===== config.mk =====
export PLATFORM = sky130hd
export DESIGN_NAME = viterbi_dec_322_flat
export DESIGN_NICKNAME = d
export VERILOG_FILES = /design/src/rtl/viterbi_dec_322_if.sv /design/src/rtl/viterbi_dec_322.sv /design/src/flat_wrapper.sv
export SDC_FILE = /design/constraint.sdc
export NUM_CORES = 1
export LEC_CHECK = 0
export ABC_CLOCK_PERIOD_IN_PS = 16250
export CAP_MARGIN = 20
export CORE_MARGIN = 3
export CORE_UTILIZATION = 27
export CTS_BUF_LIST = sky130_fd_sc_hd__clkbuf_4
export CTS_CLUSTER_SIZE = 30
export DETAILED_ROUTE_END_ITERATION = 16
export GPL_TIMING_DRIVEN = 0
export SLEW_MARGIN = 20
export SYNTH_ARGS = -nofsm -noshare
export SYNTH_HDL_FRONTEND = slang
export SYNTH_SLANG_ARGS = --single-unit

===== constraint.sdc =====
create_clock -name clock -period 16.25 [get_ports clock]
set_input_delay 3.25 -clock clock [delete_from_list [all_inputs] [get_ports clock]]
set_output_delay 3.25 -clock clock [all_outputs]
set_load 0.005 [all_outputs]

===== src/rtl/viterbi_dec_322_if.sv =====
// Symbol-in / pair-out bus of the rate-2/3 Viterbi decoder.
interface viterbi_dec_322_if;
  logic [2:0] Vx;
  logic       vx_valid;
  logic [1:0] Ux_hat;
  logic       ux_valid;
  logic       ux_last;
  logic       tb_en;

  modport master (output Vx, vx_valid, input Ux_hat, ux_valid, ux_last, tb_en);
  modport slave  (input Vx, vx_valid, output Ux_hat, ux_valid, ux_last, tb_en);
endinterface


===== src/rtl/viterbi_dec_322.sv =====
// Hard-decision Viterbi decoder for the (3,2,2) code: per-symbol ACS with
// metric normalisation, full-frame survivor memory, traceback, then output.
module viterbi_dec_322 #(
  parameter int unsigned FRAME_LEN = 32
) (
  input logic              clock,
  input logic              reset_n,
  viterbi_dec_322_if.slave bus
);
  localparam int unsigned CW = $clog2(FRAME_LEN + 1);
  localparam int unsigned AW = $clog2(FRAME_LEN);
  localparam logic [CW-1:0] K_LAST = CW'(FRAME_LEN - 1);
  localparam logic [CW-1:0] K_END  = CW'(FRAME_LEN);

  typedef enum logic [1:0] {S_IDLE, S_ACS, S_TRACE, S_OUTPUT} state_t;

  state_t        fsm_q;
  logic [CW-1:0] k_q;
  logic [4:0]    pm_q [8];
  logic [15:0]   surv_q [FRAME_LEN];
  logic [1:0]    obuf_q [FRAME_LEN];
  logic [2:0]    ts_q;
  logic [1:0]    ux_hat_q;
  logic          ux_valid_q;
  logic          ux_last_q;
  logic          tb_en_q;

  logic [5:0]    acc_d [8];
  logic [4:0]    pm_d [8];
  logic [5:0]    min_d;
  logic [2:0]    best_d;
  logic [15:0]   dec_d;
  logic [AW-1:0] k_idx;
  logic [1:0]    trace_dec;
  logic          accept;

  // Predecessor {a,b,c} of next state n for predecessor index i = {a,c}.
  function automatic logic [2:0] pred_state(input logic [2:0] n, input logic [1:0] i);
    return {i[1], n[0], i[0]};
  endfunction

  // Hamming distance between received symbol and branch output p -> n.
  function automatic logic [1:0] branch_metric(input logic [2:0] p, input logic [2:0] n,
                                               input logic [2:0] v);
    logic [2:0] e;
    e[0] = n[2] ^ p[2] ^ p[1];
    e[1] = n[1] ^ p[2] ^ p[0];
    e[2] = n[2] ^ n[1] ^ p[0];
    e    = e ^ v;
    return {1'b0, e[0]} + {1'b0, e[1]} + {1'b0, e[2]};
  endfunction

  assign accept    = bus.vx_valid && !tb_en_q;
  assign k_idx     = k_q[AW-1:0];
  assign trace_dec = surv_q[k_idx][{ts_q, 1'b0} +: 2];

  // Add-compare-select over 4 predecessors, then normalise to the minimum.
  always_comb begin
    dec_d  = '0;
    min_d  = '1;
    best_d = '0;
    for (int unsigned n = 0; n < 8; n++) begin
      acc_d[n] = '1;
      for (int unsigned i = 0; i < 4; i++) begin
        logic [5:0] cand;
        cand = {1'b0, pm_q[pred_state(3'(n), 2'(i))]}
             + 6'(branch_metric(pred_state(3'(n), 2'(i)), 3'(n), bus.Vx));
        if (cand < acc_d[n]) begin
          acc_d[n]          = cand;
          dec_d[2*n +: 2]   = 2'(i);
        end
      end
    end
    for (int unsigned n = 0; n < 8; n++) begin
      if (acc_d[n] < min_d) begin
        min_d  = acc_d[n];
        best_d = 3'(n);
      end
    end
    for (int unsigned n = 0; n < 8; n++) begin
      pm_d[n] = 5'(acc_d[n] - min_d);
    end
  end

  // Survivor and output-buffer storage; no reset needed, always written before read.
  always_ff @(posedge clock) begin
    if (accept) begin
      surv_q[k_idx] <= dec_d;
    end
    if (fsm_q == S_TRACE) begin
      obuf_q[k_idx] <= {ts_q[1], ts_q[2]};
    end
  end

  // Frame control FSM with registered outputs.
  // The last traceback step forwards buffer[0] straight to the output so the
  // first pair appears without an extra buffer-read cycle.
  always_ff @(posedge clock or negedge reset_n) begin
    if (!reset_n) begin
      fsm_q      <= S_IDLE;
      k_q        <= '0;
      ts_q       <= '0;
      ux_hat_q   <= '0;
      ux_valid_q <= 1'b0;
      ux_last_q  <= 1'b0;
      tb_en_q    <= 1'b0;
      for (int unsigned n = 0; n < 8; n++) pm_q[n] <= (n == 0) ? 5'd0 : 5'd16;
    end else begin
      unique case (fsm_q)
        S_IDLE, S_ACS: begin
          if (accept) begin
            for (int unsigned n = 0; n < 8; n++) pm_q[n] <= pm_d[n];
            if (k_q == K_LAST) begin
              fsm_q   <= S_TRACE;
              ts_q    <= best_d;
              tb_en_q <= 1'b1;
            end else begin
              fsm_q <= S_ACS;
              k_q   <= k_q + 1'b1;
            end
          end
        end
        S_TRACE: begin
          ts_q <= {trace_dec[1], ts_q[0], trace_dec[0]};
          if (k_q == '0) begin
            ux_hat_q   <= {ts_q[1], ts_q[2]};
            ux_valid_q <= 1'b1;
            k_q        <= CW'(1);
            fsm_q      <= S_OUTPUT;
          end else begin
            k_q <= k_q - 1'b1;
          end
        end
        S_OUTPUT: begin
          if (k_q == K_END) begin
            ux_hat_q   <= '0;
            ux_valid_q <= 1'b0;
            ux_last_q  <= 1'b0;
            tb_en_q    <= 1'b0;
            k_q        <= '0;
            fsm_q      <= S_IDLE;
            for (int unsigned n = 0; n < 8; n++) pm_q[n] <= (n == 0) ? 5'd0 : 5'd16;
          end else begin
            ux_hat_q  <= obuf_q[k_idx];
            ux_last_q <= (k_q == K_LAST);
            k_q       <= k_q + 1'b1;
          end
        end
        default: fsm_q <= S_IDLE;
      endcase
    end
  end

  assign bus.Ux_hat   = ux_hat_q;
  assign bus.ux_valid = ux_valid_q;
  assign bus.ux_last  = ux_last_q;
  assign bus.tb_en    = tb_en_q;
endmodule


===== src/flat_wrapper.sv =====
// flat-port wrapper written by rule: the top's interface ports become plain ports
module viterbi_dec_322_flat 
#(
  parameter int unsigned FRAME_LEN = 32
)
  (clock, reset_n, bus_Vx, bus_vx_valid, bus_Ux_hat, bus_ux_valid, bus_ux_last, bus_tb_en);
  viterbi_dec_322_if bus_i ();
  input logic clock;
  input logic reset_n;
  input wire logic [$bits(bus_i.Vx)-1:0] bus_Vx;
  input wire logic [$bits(bus_i.vx_valid)-1:0] bus_vx_valid;
  output wire logic [$bits(bus_i.Ux_hat)-1:0] bus_Ux_hat;
  output wire logic [$bits(bus_i.ux_valid)-1:0] bus_ux_valid;
  output wire logic [$bits(bus_i.ux_last)-1:0] bus_ux_last;
  output wire logic [$bits(bus_i.tb_en)-1:0] bus_tb_en;
  assign bus_i.Vx = bus_Vx;
  assign bus_i.vx_valid = bus_vx_valid;
  assign bus_Ux_hat = bus_i.Ux_hat;
  assign bus_ux_valid = bus_i.ux_valid;
  assign bus_ux_last = bus_i.ux_last;
  assign bus_tb_en = bus_i.tb_en;
  viterbi_dec_322 #(.FRAME_LEN(FRAME_LEN)) u_core (.clock(clock), .reset_n(reset_n), .bus(bus_i));
endmodule

==> run metrics <==
Initial Util roughly 27%; xor/xnor cell area share of the yosys netlist 3.36%; CP startpoint kind primary input; top_reg_cell synth edfxtp_1; Max-Cap Viols 0; Worst Setup End Kind flip-flop; setup slack after layout -3590 ps; Worst Hold Class reg -> reg; Worst Hold Launch u_core.bus.ux_last$_DFFE_PN0P_; syn avg cell area roughly 13 sq um; Clock Skew between 60 and 70 ps; grt ovf 0; H-tree depth 4; register area between 15000 and 20000 sq um; WS Path Type in -> reg; R2R cell count 88; cell mode on critical path ha_4; Simple-Gate Fraction of Synth Area about 7.8%; Clk pin slew, worst setup/hold paths approximately 70 ps; Core Box Area around 130000 sq um; Detailed Route WL approximately 110000 microns; Synth Area in Adders 10.5%; Filler Cell Count approximately 13000; Die Width 372 microns; share of layout cells above drive strength 1 29.9%; final routed DRC violation total 0; GP Congestion between 0.8 and 0.9; CTS sink count 632; r2r setup slk -1240 ps; Layout Nets around 3400; Mapped Area between 30000 and 40000 sq um; hold worst-path end u_core.bus.ux_last$_DFFE_PN0P_; unrepaired setup endpoints after global routing true; clock buffer count from CTS 153; maximum number of pins on one net before global-route repair 49; clock root cell clkbuf_4; Multi-input gate area about 18000 sq um; CP required 17130 ps; CTS tree done; # port buffers 10; Mapped Cells around 2800; Max transition margin about a fifth; total die area 139000 sq um; syn_nets between 3000 and 4000; main combinational cell family by area after synthesis multiplexers; Hold Slack 591 ps; status finished with violations; Distinct cells, synth 109; reg2reg end u_core.pm_q[24]$_DFFE_PN1P_; starting DRC count in detailed routing 2636; FP Rows 133; WHS Path Cells 2; RR Startpoint u_core.pm_q[34]$_DFFE_PN1P_; cts-stage hold buffer count 0; Fmax between 0.05 and 0.06 GHz; via count about 26000; CP max FO 8; mux cell area share after synthesis between 10% and 20%; post-route ant nets 0; Worst Path Arrival 20710 ps; Least-Margin Pin Slew roughly 1200 ps; max-slew violation count 0; YS warnings 0; initial antenna violation count 2; die height roughly 370 microns; post-synthesis compound-gate area fraction a little over a tenth; global-route wire length before repair between 150000 and 200000 microns; gr usage total 15.7%; slowest stage delay, CP a little over 600 ps; CP max-delay cell fa_2; TNS Setup -136730 ps; violated checks setup timing; vias in the first global route 25300; Synth Register Bits around 630; Bufs on Longest Clock Path 3; Period minus WS final 19840 ps; Tcrit/Tclk final 122%; Area Growth Syn to Fin 21.9%; EDFF count, synth approximately 580; Synth async-reset ratio slightly below 9%; Seq/Total Area, Yosys just over 50%; Top Ports 11; Skew-Pair Late Insertion Delay between 900 and 1000 ps; final number of setup-violating endpoints between 40 and 50; WL per Instance ~22 microns; vias per inst roughly 5; HPWL after DPL 76300 microns; Pre-Repair DR Iteration Count 5; Final Hold Fails 0
[cell type report]
cell class / instances / share of cell area (%)
multi-input cells: 1858 / 41.3
flip-flops and latches: 632 / 42.3
clock buffers: 211 / 3.59
diodes: 2 / 0.0113
clock inverters: 55 / 0.685
well taps: 1755 / 4.97
inverters: 182 / 1.67
plain buffers: 125 / 1.22
repair buffers: 200 / 4.19
[Yosys cell counts (11+ instances only)]
master | n | area, sq um
inv_1 | 179 | 672
o211ai_1 | 20 | 150
nor2_1 | 225 | 845
buf_1 | 19 | 71.3
clkbuf_1 | 99 | 372
nand2_1 | 195 | 732
o21ai_0 | 124 | 621
a21o_1 | 63 | 473
xnor2_1 | 81 | 709
nor2b_1 | 30 | 188
o31ai_1 | 27 | 203
a21oi_1 | 118 | 591
a211oi_1 | 19 | 143
nand2b_1 | 30 | 188
a22oi_1 | 15 | 113
o21a_1 | 27 | 203
ha_1 | 226 | 2830
nor3_1 | 19 | 95.1
xor2_1 | 58 | 508
dfrtp_1 | 49 | 1230
a31oi_1 | 22 | 138
mux2_2 | 36 | 405
fa_1 | 44 | 881
or2_2 | 11 | 68.8
and2_1 | 20 | 125
nand3_1 | 31 | 155
mux4_2 | 156 | 3510
edfxtp_1 | 576 | 17300
mux2i_1 | 63 | 631
[layer usage]
metal  track usage, %  up-vias  wire length (microns)
met1             21.3    12900                  47200
li1                 -    11400                      -
met2             25.2     1096                  51900
met4             5.45        0                   3170
met3             2.78      201                   8340
met5                0        -                      0
[flip-flops by register name, indices dropped and copies added (netlist names)]
| name | flops |
|---|---|
| u_core.ts_q | 3 |
| u_core.bus.tb_en | 1 |
| u_core.fsm_q | 2 |
| u_core.surv_q | 512 |
| u_core.bus.Ux_hat | 2 |
| u_core.pm_q | 40 |
| u_core.k_q | 6 |
| u_core.bus.ux_valid | 1 |
| u_core.bus.ux_last | 1 |
| u_core.obuf_q | 64 |
[cells in the final DEF (no fill, tap or decap), types with 29 or more instances in the layout]
master and instances:
edfxtp_1 576, clkbuf_4 211, ha_1 189, nor2_1 184, nand2_1 176, mux4_2 156
inv_1 153, buf_4 150, a21oi_1 98, clkbuf_1 91, o21ai_0 84, xnor2_1 69
a21o_1 63, xor2_1 52, mux2i_1 50, dfrtp_1 48, clkinv_1 37, ha_4 33
fa_1 31, o21ai_1 30, mux2_2 29, nor2b_1 29
[worst max-delay path by stage]
stage               startpoint                     endpoint  slack, ps  cells after the start
detailed placement   bus_Vx[0]  u_core.pm_q[24]$_DFFE_PN1P_      -7170                     95
global placement     bus_Vx[0]  u_core.pm_q[24]$_DFFE_PN1P_      -6900                     95
finish               bus_Vx[0]  u_core.pm_q[24]$_DFFE_PN1P_      -3590                     93
CTS                  bus_Vx[0]  u_core.pm_q[24]$_DFFE_PN1P_      -3140                     92
global route         bus_Vx[0]  u_core.pm_q[24]$_DFFE_PN1P_      -4160                     93
floorplan            bus_Vx[0]  u_core.pm_q[24]$_DFFE_PN1P_      -3390                     91
[worst max-delay path, delay by kind of cell]
kind	cells	cell delay, ps
muxes	6	1500
AOI/OAI and AO/OA	37	7080
adders and majority gates	17	4790
buffers and inverters	14	1370
xor gates and xnor gates	3	530
and+or+nand+nor	16	2150
[what timing repair did]
item / 4_1_cts / 5_1_grt
resized for setup: 237 / 94
pin swaps: 135 / 100
buffers inserted: 133 / 38
setup endpoints to repair: 43 / 43
[metrics by stage]
step	setup WS (ps)	instance area, sq um	cells	util, %
CTS	-3140	43400	4978	32.8
detailed placement	-7170	39500	4584	29.9
finish	-3590	44200	5020	33.4
global placement	-6900	38900	4564	29.4
floorplan	-3390	36600	2799	-
global route	-4160	44200	5019	33.4
[cell families after synthesis]
| kind of cell | Yosys count |
|---|---|
| AO/OA/AOI/OAI | 562 |
| XOR/XNOR | 139 |
| adder cells (fa/ha/maj) | 278 |
| buffers and inverters | 309 |
| flip-flops | 632 |
| multiplexers | 261 |
| AND/OR/NAND/NOR | 618 |
Power is not shown: default switching activity piles up to over one toggle a cycle in this logic, so the estimate is an artifact.
